[src/rtl/dvsd_pe_arbiter.sv]
// Eight-requester arbiter with fixed-priority or round-robin selection,
// a registered one-hot grant and a MAX_HOLD-cycle grant hold limit.
module dvsd_pe_arbiter #(
    parameter int unsigned MAX_HOLD = 8
) (
    input  logic       clk,
    input  logic       rst_n,
    input  logic       en,
    input  logic       rr_en,
    input  logic [7:0] req,
    output logic [7:0] gnt,
    output logic [2:0] gnt_id,
    output logic       gs,
    output logic       eno,
    output logic       timeout
);

    typedef enum logic {
        IDLE  = 1'b0,
        GRANT = 1'b1
    } state_e;

    localparam logic [7:0] HOLD_LAST = 8'(MAX_HOLD - 1);

    state_e     state_q, state_d;
    logic [7:0] gnt_q, gnt_d;
    logic [2:0] gnt_id_q, gnt_id_d;
    logic [2:0] ptr_q, ptr_d;
    logic [7:0] hold_q, hold_d;
    logic       eno_q, eno_d;
    logic       timeout_q, timeout_d;

    logic [2:0] fixed_id, rr_id, win_id;
    logic       release_w, limit_w;

    // Later loop iterations overwrite earlier ones, so the loops run from the
    // lowest-priority candidate to the highest.
    always_comb begin
        logic [2:0] idx;
        idx      = '0;
        fixed_id = '0;
        rr_id    = ptr_q;
        for (int i = 0; i < 8; i++) begin
            if (req[i]) fixed_id = 3'(i);
        end
        for (int off = 8; off >= 1; off--) begin
            idx = ptr_q - 3'(off);
            if (req[idx]) rr_id = idx;
        end
        win_id = rr_en ? rr_id : fixed_id;
    end

    assign release_w = !req[gnt_id_q] || !en;
    assign limit_w   = (hold_q == HOLD_LAST);

    // NOTE: every output of this block is assigned a default first, so no
    // path through the case statement can infer a latch.
    always_comb begin
        state_d   = state_q;
        gnt_d     = gnt_q;
        gnt_id_d  = gnt_id_q;
        ptr_d     = ptr_q;
        hold_d    = hold_q;
        timeout_d = 1'b0;
        eno_d     = en && (req == 8'h00) && (state_q == IDLE);

        case (state_q)
            IDLE: begin
                gnt_d = '0;
                if (en && (req != 8'h00)) begin
                    state_d  = GRANT;
                    gnt_d    = 8'b1 << win_id;
                    gnt_id_d = win_id;
                    ptr_d    = win_id;
                    hold_d   = '0;
                end
            end
            GRANT: begin
                if (release_w || limit_w) begin
                    state_d   = IDLE;
                    gnt_d     = '0;
                    // A release on the limit cycle is a normal end, not a timeout.
                    timeout_d = limit_w && !release_w;
                end else begin
                    hold_d = hold_q + 8'd1;
                end
            end
            default: begin
                state_d = IDLE;
                gnt_d   = '0;
            end
        endcase
    end

    // NOTE: state uses non-blocking assignments so every register samples the
    // pre-edge values of its peers; reset is synchronous to clk.
    always_ff @(posedge clk) begin
        if (!rst_n) begin
            state_q   <= IDLE;
            gnt_q     <= '0;
            gnt_id_q  <= '0;
            ptr_q     <= '0;
            hold_q    <= '0;
            eno_q     <= 1'b0;
            timeout_q <= 1'b0;
        end else begin
            state_q   <= state_d;
            gnt_q     <= gnt_d;
            gnt_id_q  <= gnt_id_d;
            ptr_q     <= ptr_d;
            hold_q    <= hold_d;
            eno_q     <= eno_d;
            timeout_q <= timeout_d;
        end
    end

    assign gnt     = gnt_q;
    assign gnt_id  = gnt_id_q;
    assign gs      = |gnt_q;
    assign eno     = eno_q;
    assign timeout = timeout_q;

endmodule
[config.mk]
export PLATFORM = sky130hd
export DESIGN_NAME = dvsd_pe_arbiter
export DESIGN_NICKNAME = d
export VERILOG_FILES = /design/src/rtl/dvsd_pe_arbiter.sv
export SDC_FILE = /design/constraint.sdc
export NUM_CORES = 1
export LEC_CHECK = 0
export BUFFER_PORTS_ARGS = -buffer_cell sky130_fd_sc_hd__clkbuf_2
export CAP_MARGIN = 20
export CORE_MARGIN = 2
export CORE_UTILIZATION = 59
export CTS_CLUSTER_SIZE = 40
export DETAILED_ROUTE_END_ITERATION = 6
export PLACE_DENSITY = 0.82
export SYNTH_ARGS = -nofsm -noshare
export SYNTH_HDL_FRONTEND = slang
export SYNTH_SLANG_ARGS = --single-unit
export TNS_END_PERCENT = 30
[constraint.sdc]
create_clock -name clk -period 9.1 [get_ports clk]
set_input_delay 2.275 -clock clk [delete_from_list [all_inputs] [get_ports clk]]
set_output_delay 2.275 -clock clk [all_outputs]
set_load 0.03 [all_outputs]
* Word-level counts from Yosys, hierarchy flattened
Cells that the tools add are included.
Widths: inputs -> output; s select.
** Storage, ports and cells
- Input bits :: 12
- Flip-flop bits (word level) :: 22
- Bits in writable memories :: 0
- Memories :: 0
- Latch bits :: 0
- Word-level logic and storage cells :: 83
- Memory bits (read-only) :: 0
- Output and inout port bits :: 14
** Cells by class
- Reductions and logical operators :: 15
- Magnitude comparators :: 8
- Bitwise gates (word level) :: 1
- Div/mod/pow operators :: 0
- $mul :: 0
- Add/subtract/negate cells :: 8
- Shift-type cells :: 1
- Multiplexer cells :: 40
- Eq/ne operators :: 4
** Operator list (count)
- $mux 3 :: 14
- $lt 3x4->1 const B :: 8
- $mux 8 :: 4
- $pmux 8 s2 :: 2
- $bmux 1 s3 :: 8
- $sub 3x3->3 const B :: 4
- $mux 1 :: 11
- $add 8x1->8 const B :: 1
- $eq 8x3->1 const B :: 1
- $logic_not 8->1 :: 1
- $reduce_bool 8->1 :: 1
- $reduce_or 8->1 :: 1
- $shl 1x3->8 const A :: 1
- $sub 3x2->3 const B :: 2
- $logic_and 1x1->1 :: 4
- $ne 2x1->1 const B :: 2
- $reduce_and 2->1 :: 2
- $logic_not 1->1 :: 3
- $reduce_and 3->1 :: 1
- $sub 3x1->3 const B :: 1
- $logic_or 1x1->1 :: 2
- $ne 2x2->1 const B :: 1
- $pmux 1 s2 :: 1
- $not 1->1 :: 1

* Longest topological paths before layout
- Depth after elaboration :: 14
- Gate-level depth with buffers :: 11
- Gate-level depth less buffers :: 9

* Least setup slack after synthesis
OpenSTA, ideal clock, no wires.
- Path type :: input-to-reg
- Start :: in req[2]
- End :: reg gnt_q[2], in the netlist gnt[2]
- Data required time :: 8.983 ns
- Library setup time :: 0.117 ns
- Path slack :: 5.019 ns
- Stages on the path :: 7
- Data arrival time :: 3.963 ns
- Buffers on the path :: 0
- Cells stage by stage :: mux4_1 -> mux2_2 -> a21oi_2 -> a21oi_2 -> nor3b_4 -> nor2_1 -> a32o_1
** On the way
- Cells in the longest elaborated chain, start to end :: 13
- Elaborated cells on any way between the ends :: 39
- Those cells by class :: eq/ne (1); shift (1); mux (32); reduce/logical (5)
** Ends and longest elaborated chain
- from (decl) :: line 10 : input logic [7:0] req,
- $bmux 1 s3 :: line 48 : if (req[idx]) rr_id = idx;
- $mux 1 (not written as such) :: line 48
- $mux 3 (7 in series) :: line 48
- $mux 3 :: line 50 : win_id = rr_en ? rr_id : fixed_id;
- $shl 1x3->8 :: line 72 : gnt_d = 8'b1 << win_id;
- $mux 8 :: line 70 : if (en && (req != 8'h00)) begin
- $pmux 8 s2 :: line 67 : case (state_q)
- to (signal assigned) :: line 108 : gnt_q <= gnt_d;
- to (decl) :: line 26 : logic [7:0] gnt_q, gnt_d;
Several ways; a longest one is shown, not always the timed one. The select of a mux whose other input is x is not followed.
A chain may end at the register's enable or synchronous reset.

* Worst setup path after layout
- Start :: in req[7]
- End :: reg gnt_q[2], in the netlist gnt[2]
Same word-level chain as after synthesis.

==> flow_metrics.env <==
export IMPL_fin_nets=233
export IMPL_setup_viol=0
export IMPL_first_iter_violations=125
export IMPL_min_path_type="reg -> reg"
export IMPL_grt_busiest_layer="met2"
export IMPL_rows=20
export IMPL_clock_skew_ns=0.00566
export IMPL_grt_use_met1=0.338
export IMPL_max_freq_ghz=0.241
export IMPL_core_area_mm2=0.00300
export IMPL_critical_path_class="in -> reg"
export IMPL_fin_setup_tns_ns=0
export IMPL_post_cts_setup_buffer_count=0
export IMPL_syn_cell_area_mm2=0.00183
export IMPL_dr_pass1_iters=4
export IMPL_synthDistinctLibCells=52
export IMPL_stdcell_area_mm2=0.00199
export IMPL_ys_seq_area_frac=0.241
export IMPL_fin_crit_ns=4.15
export IMPL_groute_layer_met2_usage=0.479
export IMPL_grt_use_met3=0.0328
export IMPL_area_growth_pct=9.25
export IMPL_synth_top_area_cell="dfxtp_1"
export IMPL_die_area_mm2=0.00356
export IMPL_path_max_fanout=9
export IMPL_cts_htree_levels=1
export IMPL_synthXorXnorAreaFrac=0.0432
export IMPL_die_h_um=59.6
export IMPL_die_w_um=59.6
export IMPL_drv_cap=0
export IMPL_synthSimpleGateAreaFrac=0.216
export IMPL_drt_wl_total_um=4380
export IMPL_worst_slack_ns=4.95
export IMPL_placed_cell_area_mm2=0.00194
export IMPL_drt_vias_per_instance=6.63
export IMPL_clkSlewWorstSetupHoldPaths_ns=0.12
export IMPL_worst_pin_slew_ns=0.833
export IMPL_slew_viol_final=0
export IMPL_r2r_slack_ns=5.65
export IMPL_syn_instance_count=193
export IMPL_worstPathArrival_ns=4.37
export IMPL_ant_nets=0
export IMPL_dp_hpwl_um=3430
export IMPL_clk_latency_ns=0.31
export IMPL_peakVddDrop_mv=0.121
export IMPL_r2r_cells=9
export IMPL_cts_inserted_buffers=3
export IMPL_critPathRequiredTime_ns=9.32
export IMPL_rsz0062_at_grt="no"
export IMPL_r2r_end="ptr_q[1]"
export IMPL_synth_edf_count=0
export IMPL_cts_buffer_depth=2
export IMPL_worstSetupStartpointType="input pin"
export IMPL_clockRootBuffer="clkbuf_4"
export IMPL_io_buffer_count=25
export IMPL_power_leakage_nw=0.772
export IMPL_grt_first_pass_wirelength_um=7390
export IMPL_final_core_utilization=0.664
export IMPL_outcome="complete, no violations"
export IMPL_drc=0
export IMPL_ys_top_cells_by_area="dfxtp_1 24%, mux4_1 7.2%, mux4_2 6.2%"
export IMPL_synth_compound_area_frac=0.192
export IMPL_routabilityCongestion=0.944
export IMPL_ctsHoldBuffers=0
export IMPL_clkSinkCount=22
export IMPL_num_vias=1658
export IMPL_synth_top_area_share=0.241
export IMPL_ys_seq_elements=22
export IMPL_worstSetupEndpointType="register"
export IMPL_cts_tree="done"
export IMPL_antenna_cells=0
export IMPL_grt_max_degree=21
export IMPL_p_per_area_mw_per_mm2=177
export IMPL_fin_crit_sh=0.456
export IMPL_relSlewSlack=0.444
export IMPL_grt_pass1_vias=1591
export IMPL_wl_per_cell_um=17.5
export IMPL_overflow=0
export IMPL_yosys_area_share_adder=0.0206
export IMPL_pre_cts_ws_ns=4.64
export IMPL_initial_utilization=0.608
export IMPL_cts_resized=0
export IMPL_yosys_warnings=0
export IMPL_syn_avg_cell_area_um2=9.46
export IMPL_synth_top_family_by_area="multiplexers"
export IMPL_synthMuxAreaShare=0.236
export IMPL_hold_start="hold_q[1]"
export IMPL_antenna_found_initial=0
export IMPL_syn_nets=208
export IMPL_holdPathStages=2
export IMPL_synth_main_ff_cell="dfxtp_1"
export IMPL_min_to="hold_q[1]"
export IMPL_finalPower_w=0.000354
export IMPL_fillers=249
export IMPL_rr_startpoint="ptr_q[1]"
export IMPL_track_usage=0.272
export IMPL_drive_above_1_share=0.253
export IMPL_synth_async_reset_ratio=0
export IMPL_ioPinCount=26
export IMPL_final_hold_viol_count=0
==> per-layer routing <==
layer / vias to the layer above / share of wire
met5: - / 0
met4: 0 / 0.020
met3: 10 / 0.054
met2: 53 / 0.53
met1: 805 / 0.40
li1: 790 / -
==> kinds of logic after synthesis <==
logic type	after synthesis
compound gates	44
xor+xnor	9
fa+ha+maj	3
buf+inv	16
flops	22
mux	27
simple gates	72
==> power by group <==
part / switching (W) / leakage, nW / internal [W]
sequential: 0.0000121 / 0.178 / 0.000100
combinational: 0.0000969 / 0.566 / 0.0000695
clock: 0.0000301 / 0.0279 / 0.0000446
total: 0.000139 / 0.772 / 0.000215
==> cell usage in the layout (no fill, tap or decap), types with 2 or more instances in the layout <==
cell,instances
nor2_1,20
a221oi_1,4
dfxtp_1,22
o211ai_1,3
a32o_1,3
mux4_1,5
o21ai_0,3
xnor2_1,5
o31ai_1,2
mux2_2,8
nand3_1,5
nand2_1,16
a21oi_2,2
ha_1,3
and3_1,3
clkbuf_2,26
mux2i_1,7
inv_1,9
nor3b_1,2
nor4_1,4
clkbuf_4,3
mux2i_2,2
a22o_1,4
or4_1,3
nor2b_1,5
xor2_1,4
nor3_1,6
a21oi_1,8
o21bai_1,3
mux4_2,5
==> worst max-delay path: stages <==
cell,delay (ns)
clkbuf_2,0.15
mux4_1,0.52
mux2_2,0.31
o211ai_1,0.30
a21oi_2,0.12
nor3b_4,0.31
nor2_1,0.12
a32o_1,0.26
==> metrics by stage <==
step                      cells  hold WS [ns]
after CTS                   249         0.485
after global placement      245         0.457
after floorplan             193         0.445
after global routing        250         0.514
after detailed placement    245         0.469
final                       250         0.485
==> cells in the mapped netlist (3+ instances only) <==
| cell type | instances |
|---|---|
| a21oi_1 | 8 |
| a221oi_1 | 4 |
| a22o_1 | 4 |
| a32o_1 | 3 |
| and3_1 | 3 |
| buf_6 | 3 |
| dfxtp_1 | 22 |
| ha_1 | 3 |
| inv_1 | 9 |
| mux2_2 | 8 |
| mux2i_1 | 7 |
| mux4_1 | 5 |
| mux4_2 | 5 |
| nand2_1 | 16 |
| nand3_1 | 5 |
| nor2_1 | 20 |
| nor2b_1 | 5 |
| nor3_1 | 6 |
| nor4_1 | 4 |
| o211ai_1 | 3 |
| o21ai_0 | 3 |
| o21bai_1 | 3 |
| or4_1 | 3 |
| xnor2_1 | 5 |
| xor2_1 | 4 |
==> worst max-delay path by stage <==
| stage | cells past startpoint | from | to | slack (ns) |
|---|---|---|---|---|
| final | 8 | req[7] | gnt[2] | 4.95 |
| after global routing | 8 | req[3] | ptr_q[1] | 4.82 |
| after CTS | 8 | req[7] | gnt[3] | 4.95 |
| after detailed placement | 8 | req[7] | gnt[3] | 4.64 |
| after global placement | 8 | req[7] | gnt[2] | 4.68 |
| after floorplan | 7 | req[2] | gnt[2] | 5.02 |
==> area by class of cell <==
class	instances	area, µm²	area share
multi-input cells	155	1290	0.648
clock buffers	3	22.5	0.0113
clock inverters	1	30.0	0.0151
flip-flops and latches	22	440	0.221
repair buffers	26	130	0.0652
inverters	10	37.5	0.0188
well taps	33	41.3	0.0207
==> flip-flops by register name, summed over array words and instances (netlist names) <==
signal   flops
hold_q       8
ptr_q        3
eno          1
state_q      1
timeout      1
gnt          8
No activity file was read; power rests on OpenSTA's default activity.
